--- src/rtl/axi_mmio_stream_hub_if.sv ---
// AXI4 slave bus bundle for the MMIO stream hub: AW/W/B write path and AR/R read path.
interface axi_mmio_stream_hub_if #(
  parameter int ID_W = 4
) ();
  logic            aw_valid;
  logic            aw_ready;
  logic [ID_W-1:0] aw_id;
  logic [30:0]     aw_addr;
  logic [7:0]      aw_len;
  logic [2:0]      aw_size;
  logic [1:0]      aw_burst;

  logic            w_valid;
  logic            w_ready;
  logic [63:0]     w_data;
  logic [7:0]      w_strb;
  logic            w_last;

  logic            b_valid;
  logic            b_ready;
  logic [ID_W-1:0] b_id;
  logic [1:0]      b_resp;

  logic            ar_valid;
  logic            ar_ready;
  logic [ID_W-1:0] ar_id;
  logic [30:0]     ar_addr;
  logic [7:0]      ar_len;
  logic [2:0]      ar_size;
  logic [1:0]      ar_burst;

  logic            r_valid;
  logic            r_ready;
  logic [ID_W-1:0] r_id;
  logic [63:0]     r_data;
  logic [1:0]      r_resp;
  logic            r_last;

  modport slave (
    input  aw_valid, aw_id, aw_addr, aw_len, aw_size, aw_burst,
    output aw_ready,
    input  w_valid, w_data, w_strb, w_last,
    output w_ready,
    output b_valid, b_id, b_resp,
    input  b_ready,
    input  ar_valid, ar_id, ar_addr, ar_len, ar_size, ar_burst,
    output ar_ready,
    output r_valid, r_id, r_data, r_resp, r_last,
    input  r_ready
  );

  modport master (
    output aw_valid, aw_id, aw_addr, aw_len, aw_size, aw_burst,
    input  aw_ready,
    output w_valid, w_data, w_strb, w_last,
    input  w_ready,
    input  b_valid, b_id, b_resp,
    output b_ready,
    output ar_valid, ar_id, ar_addr, ar_len, ar_size, ar_burst,
    input  ar_ready,
    input  r_valid, r_id, r_data, r_resp, r_last,
    output r_ready
  );
endinterface

--- src/rtl/axi_mmio_stream_hub.sv ---
// AXI4 MMIO to per-channel byte stream hub with FWFT TX FIFOs and STATUS readback.
// Optional pop counters in STATUS[63:32] are built when STREAM_HUB_STATS_EN is defined.
//
// state  | meaning
// W_IDLE | waiting for AW
// W_DATA | accepting W beats until w_last
// W_RESP | holding B until b_ready
// R_IDLE | waiting for AR
// R_DATA | holding single R beat until r_ready
module axi_mmio_stream_hub #(
  parameter int NUM_CH     = 2,
  parameter int FIFO_DEPTH = 16,
  parameter int ID_W       = 4
) (
  input  logic                    clock,
  input  logic                    reset_n,
  axi_mmio_stream_hub_if.slave    io_axi4_0,
  output logic [8*NUM_CH-1:0]     m_axis_tdata,
  output logic [NUM_CH-1:0]       m_axis_tvalid,
  input  logic [NUM_CH-1:0]       m_axis_tready
);
  localparam int AW = $clog2(FIFO_DEPTH);
  localparam int PW = AW + 1;

  typedef enum logic [1:0] {W_IDLE, W_DATA, W_RESP} wstate_e;
  typedef enum logic       {R_IDLE, R_DATA} rstate_e;

  wstate_e r_wstate, w_wstate_nxt;
  rstate_e r_rstate, w_rstate_nxt;

  logic [7:0]    r_mem  [NUM_CH][FIFO_DEPTH];
  logic [PW-1:0] r_wptr [NUM_CH];
  logic [PW-1:0] r_rptr [NUM_CH];
  logic [PW-1:0] w_occ  [NUM_CH];
  logic [31:0]   w_stat [NUM_CH];
  logic [NUM_CH-1:0] w_empty, w_full, w_pop, w_push;

  logic [ID_W-1:0] r_aw_id, r_ar_id;
  logic [3:0]      r_aw_ch;
  logic            r_aw_reg, r_aw_len_nz;
  logic [1:0]      r_b_resp, r_r_resp, w_r_resp;
  logic [63:0]     r_r_data, w_r_data, w_rd_status;
  logic            w_aw_hs, w_ar_hs, w_wbeat, w_wready, w_aw_mapped, w_wr_push_ok, w_tgt_block;
  logic [3:0]      w_ar_ch;
  logic            w_unused;

  assign w_unused = ^{io_axi4_0.aw_size, io_axi4_0.aw_burst, io_axi4_0.aw_addr[30:8],
                      io_axi4_0.aw_addr[2:0], io_axi4_0.ar_size, io_axi4_0.ar_burst,
                      io_axi4_0.ar_addr[30:8], io_axi4_0.ar_addr[2:0],
                      io_axi4_0.w_data[63:8], io_axi4_0.w_strb[7:1]};

  always_comb begin
    for (int c = 0; c < NUM_CH; c++) begin
      w_occ[c]   = r_wptr[c] - r_rptr[c];
      w_empty[c] = (r_wptr[c] == r_rptr[c]);
      w_full[c]  = (r_wptr[c][AW-1:0] == r_rptr[c][AW-1:0]) && (r_wptr[c][AW] != r_rptr[c][AW]);
      w_pop[c]   = !w_empty[c] && m_axis_tready[c];
      m_axis_tvalid[c]       = reset_n && !w_empty[c];
      m_axis_tdata[8*c +: 8] = (reset_n && !w_empty[c]) ? r_mem[c][r_rptr[c][AW-1:0]] : 8'h00;
    end
  end

  assign w_aw_mapped  = ({28'd0, r_aw_ch} < 32'(NUM_CH));
  assign w_wr_push_ok = !r_aw_len_nz && !r_aw_reg && w_aw_mapped;

  // A full target only stalls if nothing drains this cycle; push and pop may share the edge.
  always_comb begin
    w_tgt_block = 1'b0;
    for (int c = 0; c < NUM_CH; c++)
      if (r_aw_ch == 4'(c)) w_tgt_block = w_full[c] && !w_pop[c];
  end

  always_comb begin
    w_wstate_nxt       = r_wstate;
    io_axi4_0.aw_ready = 1'b0;
    io_axi4_0.b_valid  = 1'b0;
    w_wready           = 1'b0;
    w_aw_hs            = 1'b0;
    w_wbeat            = 1'b0;
    if (reset_n) begin
      case (r_wstate)
        W_IDLE: begin
          io_axi4_0.aw_ready = 1'b1;
          w_aw_hs            = io_axi4_0.aw_valid;
          if (io_axi4_0.aw_valid) w_wstate_nxt = W_DATA;
        end
        W_DATA: begin
          w_wready = !(w_wr_push_ok && w_tgt_block);
          w_wbeat  = io_axi4_0.w_valid && w_wready;
          if (w_wbeat && io_axi4_0.w_last) w_wstate_nxt = W_RESP;
        end
        W_RESP: begin
          io_axi4_0.b_valid = 1'b1;
          if (io_axi4_0.b_ready) w_wstate_nxt = W_IDLE;
        end
        default: w_wstate_nxt = W_IDLE;
      endcase
    end
  end

  assign io_axi4_0.w_ready = w_wready;
  assign io_axi4_0.b_id    = r_aw_id;
  assign io_axi4_0.b_resp  = reset_n ? r_b_resp : 2'b00;

  always_comb begin
    for (int c = 0; c < NUM_CH; c++)
      w_push[c] = w_wbeat && w_wr_push_ok && io_axi4_0.w_strb[0] && (r_aw_ch == 4'(c));
  end

  always_ff @(posedge clock) begin
    if (!reset_n) r_wstate <= W_IDLE;
    else          r_wstate <= w_wstate_nxt;
  end

  always_ff @(posedge clock) begin
    if (!reset_n) begin
      r_aw_id     <= '0;
      r_aw_ch     <= '0;
      r_aw_reg    <= 1'b0;
      r_aw_len_nz <= 1'b0;
      r_b_resp    <= 2'b00;
    end else begin
      if (w_aw_hs) begin
        r_aw_id     <= io_axi4_0.aw_id;
        r_aw_ch     <= io_axi4_0.aw_addr[7:4];
        r_aw_reg    <= io_axi4_0.aw_addr[3];
        r_aw_len_nz <= |io_axi4_0.aw_len;
      end
      if (w_wbeat && io_axi4_0.w_last)
        r_b_resp <= r_aw_len_nz ? 2'b10 : (!w_aw_mapped ? 2'b11 : 2'b00);
    end
  end

  always_ff @(posedge clock) begin
    for (int c = 0; c < NUM_CH; c++)
      if (w_push[c]) r_mem[c][r_wptr[c][AW-1:0]] <= io_axi4_0.w_data[7:0];
  end

  always_ff @(posedge clock) begin
    for (int c = 0; c < NUM_CH; c++) begin
      if (!reset_n) begin
        r_wptr[c] <= '0;
        r_rptr[c] <= '0;
      end else begin
        if (w_push[c]) r_wptr[c] <= r_wptr[c] + PW'(1);
        if (w_pop[c])  r_rptr[c] <= r_rptr[c] + PW'(1);
      end
    end
  end

`ifdef STREAM_HUB_STATS_EN
  logic [31:0] r_stat [NUM_CH];
  always_ff @(posedge clock) begin
    for (int c = 0; c < NUM_CH; c++) begin
      if (!reset_n)      r_stat[c] <= 32'd0;
      else if (w_pop[c]) r_stat[c] <= r_stat[c] + 32'd1;
    end
  end
  always_comb begin
    for (int c = 0; c < NUM_CH; c++) w_stat[c] = r_stat[c];
  end
`else
  always_comb begin
    for (int c = 0; c < NUM_CH; c++) w_stat[c] = 32'd0;
  end
`endif

  // STATUS is captured at the AR handshake, so it reflects pre-edge FIFO state.
  always_comb begin
    w_ar_ch     = io_axi4_0.ar_addr[7:4];
    w_rd_status = 64'd0;
    for (int c = 0; c < NUM_CH; c++)
      if (w_ar_ch == 4'(c))
        w_rd_status = {w_stat[c], 23'd0, 7'(w_occ[c]), w_full[c], w_empty[c]};
    w_r_resp = 2'b00;
    w_r_data = 64'd0;
    if (|io_axi4_0.ar_len)                     w_r_resp = 2'b10;
    else if ({28'd0, w_ar_ch} >= 32'(NUM_CH))  w_r_resp = 2'b11;
    else if (io_axi4_0.ar_addr[3])             w_r_data = w_rd_status;
  end

  always_comb begin
    w_rstate_nxt       = r_rstate;
    io_axi4_0.ar_ready = 1'b0;
    io_axi4_0.r_valid  = 1'b0;
    w_ar_hs            = 1'b0;
    if (reset_n) begin
      case (r_rstate)
        R_IDLE: begin
          io_axi4_0.ar_ready = 1'b1;
          w_ar_hs            = io_axi4_0.ar_valid;
          if (io_axi4_0.ar_valid) w_rstate_nxt = R_DATA;
        end
        R_DATA: begin
          io_axi4_0.r_valid = 1'b1;
          if (io_axi4_0.r_ready) w_rstate_nxt = R_IDLE;
        end
        default: w_rstate_nxt = R_IDLE;
      endcase
    end
  end

  always_ff @(posedge clock) begin
    if (!reset_n) r_rstate <= R_IDLE;
    else          r_rstate <= w_rstate_nxt;
  end

  always_ff @(posedge clock) begin
    if (!reset_n) begin
      r_ar_id  <= '0;
      r_r_resp <= 2'b00;
      r_r_data <= 64'd0;
    end else if (w_ar_hs) begin
      r_ar_id  <= io_axi4_0.ar_id;
      r_r_resp <= w_r_resp;
      r_r_data <= w_r_data;
    end
  end

  assign io_axi4_0.r_id   = r_ar_id;
  assign io_axi4_0.r_resp = reset_n ? r_r_resp : 2'b00;
  assign io_axi4_0.r_data = reset_n ? r_r_data : 64'd0;
  assign io_axi4_0.r_last = 1'b1;
endmodule

--- src/flat_wrapper.sv ---
// flat-port wrapper written by rule: the top's interface ports become plain ports
module axi_mmio_stream_hub_flat 
#(
  parameter int NUM_CH     = 2,
  parameter int FIFO_DEPTH = 16,
  parameter int ID_W       = 4
)
  (clock, reset_n, m_axis_tdata, m_axis_tvalid, m_axis_tready, io_axi4_0_aw_valid, io_axi4_0_aw_id, io_axi4_0_aw_addr, io_axi4_0_aw_len, io_axi4_0_aw_size, io_axi4_0_aw_burst, io_axi4_0_aw_ready, io_axi4_0_w_valid, io_axi4_0_w_data, io_axi4_0_w_strb, io_axi4_0_w_last, io_axi4_0_w_ready, io_axi4_0_b_valid, io_axi4_0_b_id, io_axi4_0_b_resp, io_axi4_0_b_ready, io_axi4_0_ar_valid, io_axi4_0_ar_id, io_axi4_0_ar_addr, io_axi4_0_ar_len, io_axi4_0_ar_size, io_axi4_0_ar_burst, io_axi4_0_ar_ready, io_axi4_0_r_valid, io_axi4_0_r_id, io_axi4_0_r_data, io_axi4_0_r_resp, io_axi4_0_r_last, io_axi4_0_r_ready);
  axi_mmio_stream_hub_if #(.ID_W(ID_W)) io_axi4_0_i ();
  input  logic clock;
  input  logic reset_n;
  output logic [8*NUM_CH-1:0] m_axis_tdata;
  output logic [NUM_CH-1:0] m_axis_tvalid;
  input  logic [NUM_CH-1:0] m_axis_tready;
  input wire logic [$bits(io_axi4_0_i.aw_valid)-1:0] io_axi4_0_aw_valid;
  input wire logic [$bits(io_axi4_0_i.aw_id)-1:0] io_axi4_0_aw_id;
  input wire logic [$bits(io_axi4_0_i.aw_addr)-1:0] io_axi4_0_aw_addr;
  input wire logic [$bits(io_axi4_0_i.aw_len)-1:0] io_axi4_0_aw_len;
  input wire logic [$bits(io_axi4_0_i.aw_size)-1:0] io_axi4_0_aw_size;
  input wire logic [$bits(io_axi4_0_i.aw_burst)-1:0] io_axi4_0_aw_burst;
  output wire logic [$bits(io_axi4_0_i.aw_ready)-1:0] io_axi4_0_aw_ready;
  input wire logic [$bits(io_axi4_0_i.w_valid)-1:0] io_axi4_0_w_valid;
  input wire logic [$bits(io_axi4_0_i.w_data)-1:0] io_axi4_0_w_data;
  input wire logic [$bits(io_axi4_0_i.w_strb)-1:0] io_axi4_0_w_strb;
  input wire logic [$bits(io_axi4_0_i.w_last)-1:0] io_axi4_0_w_last;
  output wire logic [$bits(io_axi4_0_i.w_ready)-1:0] io_axi4_0_w_ready;
  output wire logic [$bits(io_axi4_0_i.b_valid)-1:0] io_axi4_0_b_valid;
  output wire logic [$bits(io_axi4_0_i.b_id)-1:0] io_axi4_0_b_id;
  output wire logic [$bits(io_axi4_0_i.b_resp)-1:0] io_axi4_0_b_resp;
  input wire logic [$bits(io_axi4_0_i.b_ready)-1:0] io_axi4_0_b_ready;
  input wire logic [$bits(io_axi4_0_i.ar_valid)-1:0] io_axi4_0_ar_valid;
  input wire logic [$bits(io_axi4_0_i.ar_id)-1:0] io_axi4_0_ar_id;
  input wire logic [$bits(io_axi4_0_i.ar_addr)-1:0] io_axi4_0_ar_addr;
  input wire logic [$bits(io_axi4_0_i.ar_len)-1:0] io_axi4_0_ar_len;
  input wire logic [$bits(io_axi4_0_i.ar_size)-1:0] io_axi4_0_ar_size;
  input wire logic [$bits(io_axi4_0_i.ar_burst)-1:0] io_axi4_0_ar_burst;
  output wire logic [$bits(io_axi4_0_i.ar_ready)-1:0] io_axi4_0_ar_ready;
  output wire logic [$bits(io_axi4_0_i.r_valid)-1:0] io_axi4_0_r_valid;
  output wire logic [$bits(io_axi4_0_i.r_id)-1:0] io_axi4_0_r_id;
  output wire logic [$bits(io_axi4_0_i.r_data)-1:0] io_axi4_0_r_data;
  output wire logic [$bits(io_axi4_0_i.r_resp)-1:0] io_axi4_0_r_resp;
  output wire logic [$bits(io_axi4_0_i.r_last)-1:0] io_axi4_0_r_last;
  input wire logic [$bits(io_axi4_0_i.r_ready)-1:0] io_axi4_0_r_ready;
  assign io_axi4_0_i.aw_valid = io_axi4_0_aw_valid;
  assign io_axi4_0_i.aw_id = io_axi4_0_aw_id;
  assign io_axi4_0_i.aw_addr = io_axi4_0_aw_addr;
  assign io_axi4_0_i.aw_len = io_axi4_0_aw_len;
  assign io_axi4_0_i.aw_size = io_axi4_0_aw_size;
  assign io_axi4_0_i.aw_burst = io_axi4_0_aw_burst;
  assign io_axi4_0_aw_ready = io_axi4_0_i.aw_ready;
  assign io_axi4_0_i.w_valid = io_axi4_0_w_valid;
  assign io_axi4_0_i.w_data = io_axi4_0_w_data;
  assign io_axi4_0_i.w_strb = io_axi4_0_w_strb;
  assign io_axi4_0_i.w_last = io_axi4_0_w_last;
  assign io_axi4_0_w_ready = io_axi4_0_i.w_ready;
  assign io_axi4_0_b_valid = io_axi4_0_i.b_valid;
  assign io_axi4_0_b_id = io_axi4_0_i.b_id;
  assign io_axi4_0_b_resp = io_axi4_0_i.b_resp;
  assign io_axi4_0_i.b_ready = io_axi4_0_b_ready;
  assign io_axi4_0_i.ar_valid = io_axi4_0_ar_valid;
  assign io_axi4_0_i.ar_id = io_axi4_0_ar_id;
  assign io_axi4_0_i.ar_addr = io_axi4_0_ar_addr;
  assign io_axi4_0_i.ar_len = io_axi4_0_ar_len;
  assign io_axi4_0_i.ar_size = io_axi4_0_ar_size;
  assign io_axi4_0_i.ar_burst = io_axi4_0_ar_burst;
  assign io_axi4_0_ar_ready = io_axi4_0_i.ar_ready;
  assign io_axi4_0_r_valid = io_axi4_0_i.r_valid;
  assign io_axi4_0_r_id = io_axi4_0_i.r_id;
  assign io_axi4_0_r_data = io_axi4_0_i.r_data;
  assign io_axi4_0_r_resp = io_axi4_0_i.r_resp;
  assign io_axi4_0_r_last = io_axi4_0_i.r_last;
  assign io_axi4_0_i.r_ready = io_axi4_0_r_ready;
  axi_mmio_stream_hub #(.NUM_CH(NUM_CH), .FIFO_DEPTH(FIFO_DEPTH), .ID_W(ID_W)) u_core (.clock(clock), .reset_n(reset_n), .io_axi4_0(io_axi4_0_i), .m_axis_tdata(m_axis_tdata), .m_axis_tvalid(m_axis_tvalid), .m_axis_tready(m_axis_tready));
endmodule
--- config.mk ---
export PLATFORM = sky130hd
export DESIGN_NAME = axi_mmio_stream_hub_flat
export DESIGN_NICKNAME = d
export VERILOG_FILES = /design/src/rtl/axi_mmio_stream_hub_if.sv /design/src/rtl/axi_mmio_stream_hub.sv /design/src/flat_wrapper.sv
export SDC_FILE = /design/constraint.sdc
export NUM_CORES = 1
export LEC_CHECK = 0
export ABC_AREA = 1
export ABC_CLOCK_PERIOD_IN_PS = 3500
export CAP_MARGIN = 40
export CORE_ASPECT_RATIO = 1.75
export CORE_MARGIN = 2
export CORE_UTILIZATION = 38
export CTS_CLUSTER_DIAMETER = 80
export DETAILED_ROUTE_END_ITERATION = 10
export PLACE_DENSITY = 0.71
export RECOVER_POWER = 25
export SETUP_SLACK_MARGIN = 0.05
export SLEW_MARGIN = 10
export SYNTH_ARGS = -nofsm -noshare
export SYNTH_HDL_FRONTEND = slang
export SYNTH_SLANG_ARGS = --single-unit
--- constraint.sdc ---
create_clock -name clock -period 3.5 [get_ports clock]
set_input_delay 0.35 -clock clock [delete_from_list [all_inputs] [get_ports clock]]
set_output_delay 0.35 -clock clock [all_outputs]
set_load 0.01 [all_outputs]
==> flow_summary.ini, run 1 <==
[clock_network]
ctsHoldBuffers = 0
cts_buffers = 27
clkTransAtPathRegs_ns = 0.07
clk_path_buf_depth = 3
insertion_delay_ns = 0.56
ctsHtreeMaxLevel = 1
cts_sinks = 304
cts_root_buf = clkbuf_16
cts_tree = built

[routing]
drt_iter0_markers = 649
drc_errors = 0
dr.pass1.iters = 5
wl_per_cell_um = 17.5
num_vias = 9266
drt.antenna.violating_nets = 0
totalWireLength_um = 32400
vias_per_cell = 4.99

[die]
num_rows = 91
die_area_um2 = 37100
chipWidth_um = 147
die_h_um = 253
initial_core_util = 0.384
coreArea_um2 = 35200
ios = 278

[finish]
fillers = 3186
syn2layout_area_growth_pct = 18.2
largest_register_ffs = 256
drive_above_1_share = 0.0891
post-route-util = 0.454
seqCellArea_um2 = 8850
layout_common_cells = 316 x nand2_1, 276 x edfxtp_1, 131 x a21oi_1
diodes = 0
mostFrequentLayoutCell = nand2_1
finalNonFillerCells = 1856
multi_input_area_um2 = 3900
final_nets = 1570

[setup_path]
crit_arrival_ns = 2.95
path_cells = inv_4 -> ha_1 -> nand2_1 -> inv_1 -> nand2_1 -> inv_1 -> a21oi_4 -> buf_12 -> nand3_1 -> a21oi_1 -> clkdlybuf4s50_1
cp_slowest_cell = clkdlybuf4s50_1
crit_type = reg -> out
start_kind = flip-flop
crit_required_ns = 3.15
end_kind = output port
path_max_fanout = 10
max_stage_delay_ns = 0.57

[placement]
dp_cells = 1800
place_ws_ns = 0.369
gp_congestion = 0.835
hpwl_um = 21400
port_buffers = 94

[power]
power_leakage_nw = 6.11
ir_worst_vdd_uv = 378
p_per_area_nw_per_um2 = 501

[synthesis]
ys_seq_area_frac = 0.655
synth_area_per_cell_um2 = 10.9
async_flop_share = 0
synthesis.instances = 1237
netlist_area_um2 = 13500
yosys_most_used_dff = edfxtp_1
synth-edff-count = 276
ys_types = 41
synth_warnings = 0
yosys_register_bits = 304

[timing]
slew_headroom = -0.129
setup_violations = 0
setup_slack_ns = 0.198
skew_ns = 0.0257
worst_pin_slew_ns = 1.69
slew_viol_final = 231
finalHoldViolations = 0
fmax_ghz = 0.303
layout_worst_path_cycle_share = 0.943
rsz0062_at_grt = true
fin_crit_ns = 3.30
tns_ns = 0

[global_route]
grt_pass1_wl_um = 50400
grt_max_degree = 68
grt-ovfl-total = 0
antenna_found_initial = 0
first_global_vias = 9480
grt_use_total = 0.173

[run]
cap_violations = 7

[worst_hold_path]
hp-class = in -> reg

[status]
violations = capacitance limit, slew limit
run_status = finished, violations left
==> where the power goes <==
group / total, mW / internal, mW / switching [mW]
registers: 4.02 / 3.99 / 0.0292
logic: 0.964 / 0.350 / 0.614
clock network: 3.01 / 1.71 / 1.31
==> kinds of logic (layout without fill, tap and decap cells) <==
group | after synthesis | after routing | share of synthesized area
adder cells (fa/ha/maj) | 20 | 20 | 0.0196
AND/OR/NAND/NOR | 521 | 521 | 0.162
flip-flops | 304 | 304 | 0.655
other | 2 | 58 | 0.000556
XOR/XNOR | 12 | 12 | 0.00778
AO/OA/AOI/OAI | 192 | 192 | 0.0821
buffers and inverters | 186 | 284 | 0.0726
==> path summary, 6_finish.rpt <==
kind                            depth (start not counted)  slack, ns                       end                      from
worst max register to register                         13       0.76      u_core.r_mem[0][100]       u_core.r_rptr[0][3]
worst max-delay path                                   11       0.20           m_axis_tdata[2]       u_core.r_rptr[0][3]
worst min register to register                          2       0.47  u_core.io_axi4_0.r_id[1]  u_core.io_axi4_0.r_id[1]
worst min-delay path                                    3       0.34  u_core.io_axi4_0.r_id[1]        io_axi4_0_ar_id[1]
==> routing by layer <==
layer / wire length [µm] / vias to the layer above / GRT usage
li1: - / 4447 / -
met1: 11500 / 4445 / 0.181
met2: 18100 / 303 / 0.342
met3: 1340 / 71 / 0.0157
met4: 1470 / 0 / 0.0832
met5: 0 / - / 0
==> stage by stage <==
stage | total power [mW] | hold WS, ns | area, µm²
final | 7.99 | 0.343 | 16000
after global routing | 8.28 | 0.340 | 16000
after CTS | 8.05 | 0.324 | 15900
after detailed placement | 5.04 | 0.464 | 15000
after global placement | 5.02 | 0.454 | 15000
after floorplan | 4.69 | 0.449 | 13700
==> critical path: cells and delay by family (launching register included) <==
family | cells | cell delay, ns
adders and majority gates | 1 | 0.28
and+or+nand+nor | 3 | 0.25
AOI/OAI and AO/OA | 2 | 0.38
buffers and inverters | 5 | 1.03
DFF | 1 | 0.47
==> final cells by class <==
type | count | area share
Sequential cell | 304 | 0.554
Multi-Input combinational cell | 803 | 0.244
Timing Repair Buffer | 160 | 0.0915
Clock buffer | 28 | 0.0426
Tap cell | 465 | 0.0365
Inverter | 76 | 0.0180
Clock inverter | 20 | 0.0130
==> cells in the mapped netlist (4+ instances only) <==
cell type	n	area (µm²)
nand2_1	316	1190
edfxtp_1	276	8290
a21oi_1	132	661
nand3_1	81	405
inv_1	67	251
nor2_1	66	248
buf_4	60	450
nor3_1	35	175
dfxtp_1	28	561
buf_2	22	110
clkbuf_1	20	75.1
ha_1	18	225
o21ai_0	14	70.1
a22o_1	12	105
o31ai_1	9	67.6
xor2_1	9	78.8
o221ai_1	8	70.1
inv_2	6	22.5
nand2_2	5	31.3
nor2_2	5	31.3
a22oi_1	4	30.0
a32o_1	4	40.0
buf_1	4	15.0
buf_6	4	45.0
==> repair_timing <==
action                                  in CTS  in global routing
setup buffers                                2                  6
pin swaps                                    1                  0
endpoints found under the setup margin       8                 15
hold endpoints to repair                     0                  0
resized for setup                            1                  2
Power figures use the tool's default switching activity.
==> run 2: changes to the inputs <==
- ABC_AREA: 1 -> default
==> run 2 against run 1 <==
  * The flow still finishes with violations (capacitance limit, slew limit)
  * Clock power decreased by 8.0%
  * Die area shrank 1.1%
  * Setup slack worse by 0.066 ns
  * Critical endpoint is now m_axis_tdata[14]
==> flow_summary.ini, run 2 <==
[routing]
drt.antenna.violating_nets = 0
drc_errors = 0
drt_iter0_markers = 538
wl_per_cell_um = 19.3
num_vias = 7487
vias_per_cell = 5.09
dr.pass1.iters = 5
totalWireLength_um = 28400

[power]
p_comb_frac = 0.114
ir_worst_vdd_uv = 471
power_frac_seq = 0.524
swShare = 0.230
p_per_area_nw_per_um2 = 484
internal_power_mw = 5.90
power_leakage_nw = 5.32
switchingPower_mw = 1.76
pwr-share-clk = 0.362

[synthesis]
ys_seq_area_frac = 0.663
netlist_area_um2 = 13400
netlist.area_leader.share = 0.621
synth_top_family_by_area = multiplexers
synth-compound-area-share = 0.0342
synthesis.instances = 855
yosys_register_bits = 304
muxShareOfSynthArea = 0.122
synth.most_common_cell = edfxtp_1
synth_warnings = 0
async_flop_share = 0
synthTopCellsByCount = 276 x edfxtp_1, 85 x nand2_1, 64 x mux4_2, 62 x buf_4, 32 x nor4_1
ys_types = 54
synth_top_area_cell = edfxtp_1
synthXorXnorAreaFrac = 0.0118
synth-edff-count = 276
synth_area_per_cell_um2 = 15.6
synthTopCellsByArea = edfxtp_1 62%, mux4_2 11%, dfxtp_1 4.2%
synthAdderAreaFrac = 0.0199
yosys_most_used_dff = edfxtp_1
synth-simple-area-share = 0.0925

[clock_network]
cts_sinks = 304
ctsHoldBuffers = 0
insertion_delay_ns = 0.55
cts_root_buf = clkbuf_16
clk_path_buf_depth = 3
clkTransAtPathRegs_ns = 0.06
cts_tree = built
ctsHtreeMaxLevel = 1
cts_buffers = 26

[die]
coreArea_um2 = 34600
chipWidth_um = 146
initial_core_util = 0.386
die_area_um2 = 36700
num_rows = 90
die_h_um = 252
ios = 278

[global_route]
first_global_vias = 7802
grt-ovfl-total = 0
grt_max_degree = 36
use_met2 = 0.297
grt_pass1_wl_um = 44100
globalRouteMet3Util = 0.0161
grtUsageMet1 = 0.169
grt_use_total = 0.155
grt.busiest_layer = met2
antenna_found_initial = 0

[timing]
worst_pin_slew_ns = 1.54
setup_violations = 0
tns_ns = 0
rsz0062_at_grt = true
finalHoldViolations = 0
layout_worst_path_cycle_share = 0.962
hold_ws_ns = 0.373
slew_viol_final = 65
slew_headroom = -0.0298
fmax_ghz = 0.297
skew_ns = 0.0207
fin_crit_ns = 3.37

[status]
violations = capacitance limit, slew limit
run_status = finished, violations left

[placement]
dp_cells = 1424
port_buffers = 94
hpwl_um = 19800
gp_congestion = 0.805

[finish]
final_nets = 1191
post-route-util = 0.457
syn2layout_area_growth_pct = 18.4
drive_above_1_share = 0.182
finalNonFillerCells = 1471
mostFrequentLayoutCell = edfxtp_1
layout_common_cells = 276 x edfxtp_1, 87 x clkdlybuf4s50_1, 83 x nand2_1
diodes = 0
largest_register_ffs = 256

[setup_path]
crit_type = reg -> out
end_kind = output port
path_max_fanout = 9
crit_required_ns = 3.15
start_kind = flip-flop
crit_arrival_ns = 3.02

[worst_hold_path]
hp-class = in -> reg

[run]
cap_violations = 2
==> run 2: cell types whose count changed in the layout (fill, tap and decap cells not counted), moves of 23 or more <==
cell / change
inv_1: -51
nor4_1: +30
mux4_2: +64
nor2_1: -50
nor3_1: -23
nand3_1: -56
a21oi_1: -125
nand2_1: -233
==> run 2: worst max-delay path, stage by stage (launching register included) <==
cell and delay (ns):
edfxtp_1 0.47, inv_1 0.17, ha_1 0.29, and4_1 0.22
nand2_1 0.15, nand2_2 0.23, a211oi_1 0.33, clkdlybuf4s50_1 0.61
==> run 2: path summary, 6_finish.rpt <==
| path | from | to | slack, ns | cells after the start |
|---|---|---|---|---|
| max | u_core.r_wptr[1][0] | m_axis_tdata[14] | 0.13 | 7 |
| min | io_axi4_0_ar_id[0] | u_core.io_axi4_0.r_id[0] | 0.37 | 3 |
| max reg2reg | u_core.r_wptr[0][0] | u_core.r_mem[0][72] | 0.80 | 8 |
| min reg2reg | u_core.r_r_data[2] | u_core.r_r_data[2] | 0.45 | 2 |
==> run 2: what timing repair did <==
| action | in CTS | in global routing |
|---|---|---|
| endpoints found under the setup margin | 15 | 7 |
| setup buffers | 1 | 0 |
| pin swaps | 0 | 0 |
| gates resized for setup | 6 | 4 |
==> run 2: cell type report <==
class                           count  area, µm²
Fill cell                        2976      18800
Timing Repair Buffer              159       1470
Multi-Input combinational cell    482       4040
Tap cell                          460        576
Clock inverter                     15        134
Inverter                           20       78.8
Sequential cell                   304       8850
Clock buffer                       31        669
==> run 2: power by group through the flow <==
stage          logic (mW)  clock network (mW)  registers, mW
2_1_floorplan       0.564                   0           4.09
3_3_place_gp        0.848                   0           4.09
3_5_place_dp        0.873                   0           4.09
4_1_cts             0.885                2.84           4.01
5_1_grt             0.949                2.94           4.02
6_report            0.873                2.77           4.02
==> run 2: through the flow <==
step,worst slack (ns),cell area (µm²),power [mW]
2_1_floorplan,0.0958,13600,4.65
3_3_place_gp,0.379,14900,4.94
3_5_place_dp,0.344,15000,4.97
4_1_cts,0.129,15800,7.73
5_1_grt,0.0311,15800,7.91
6_report,0.132,15800,7.66
==> run 2: logic make-up after synthesis <==
family                     Yosys count
xor gates and xnor gates            18
adders and majority gates           20
other                                2
AOI/OAI and AO/OA                   65
and+or+nand+nor                    238
buffers and inverters              125
DFF                                304
muxes                               83
==> run 2: routing by layer <==
metal,vias up,wire length (µm)
met2,236,15800
met5,-,0
met4,0,1090
li1,3454,-
met3,53,1100
met1,3744,10500
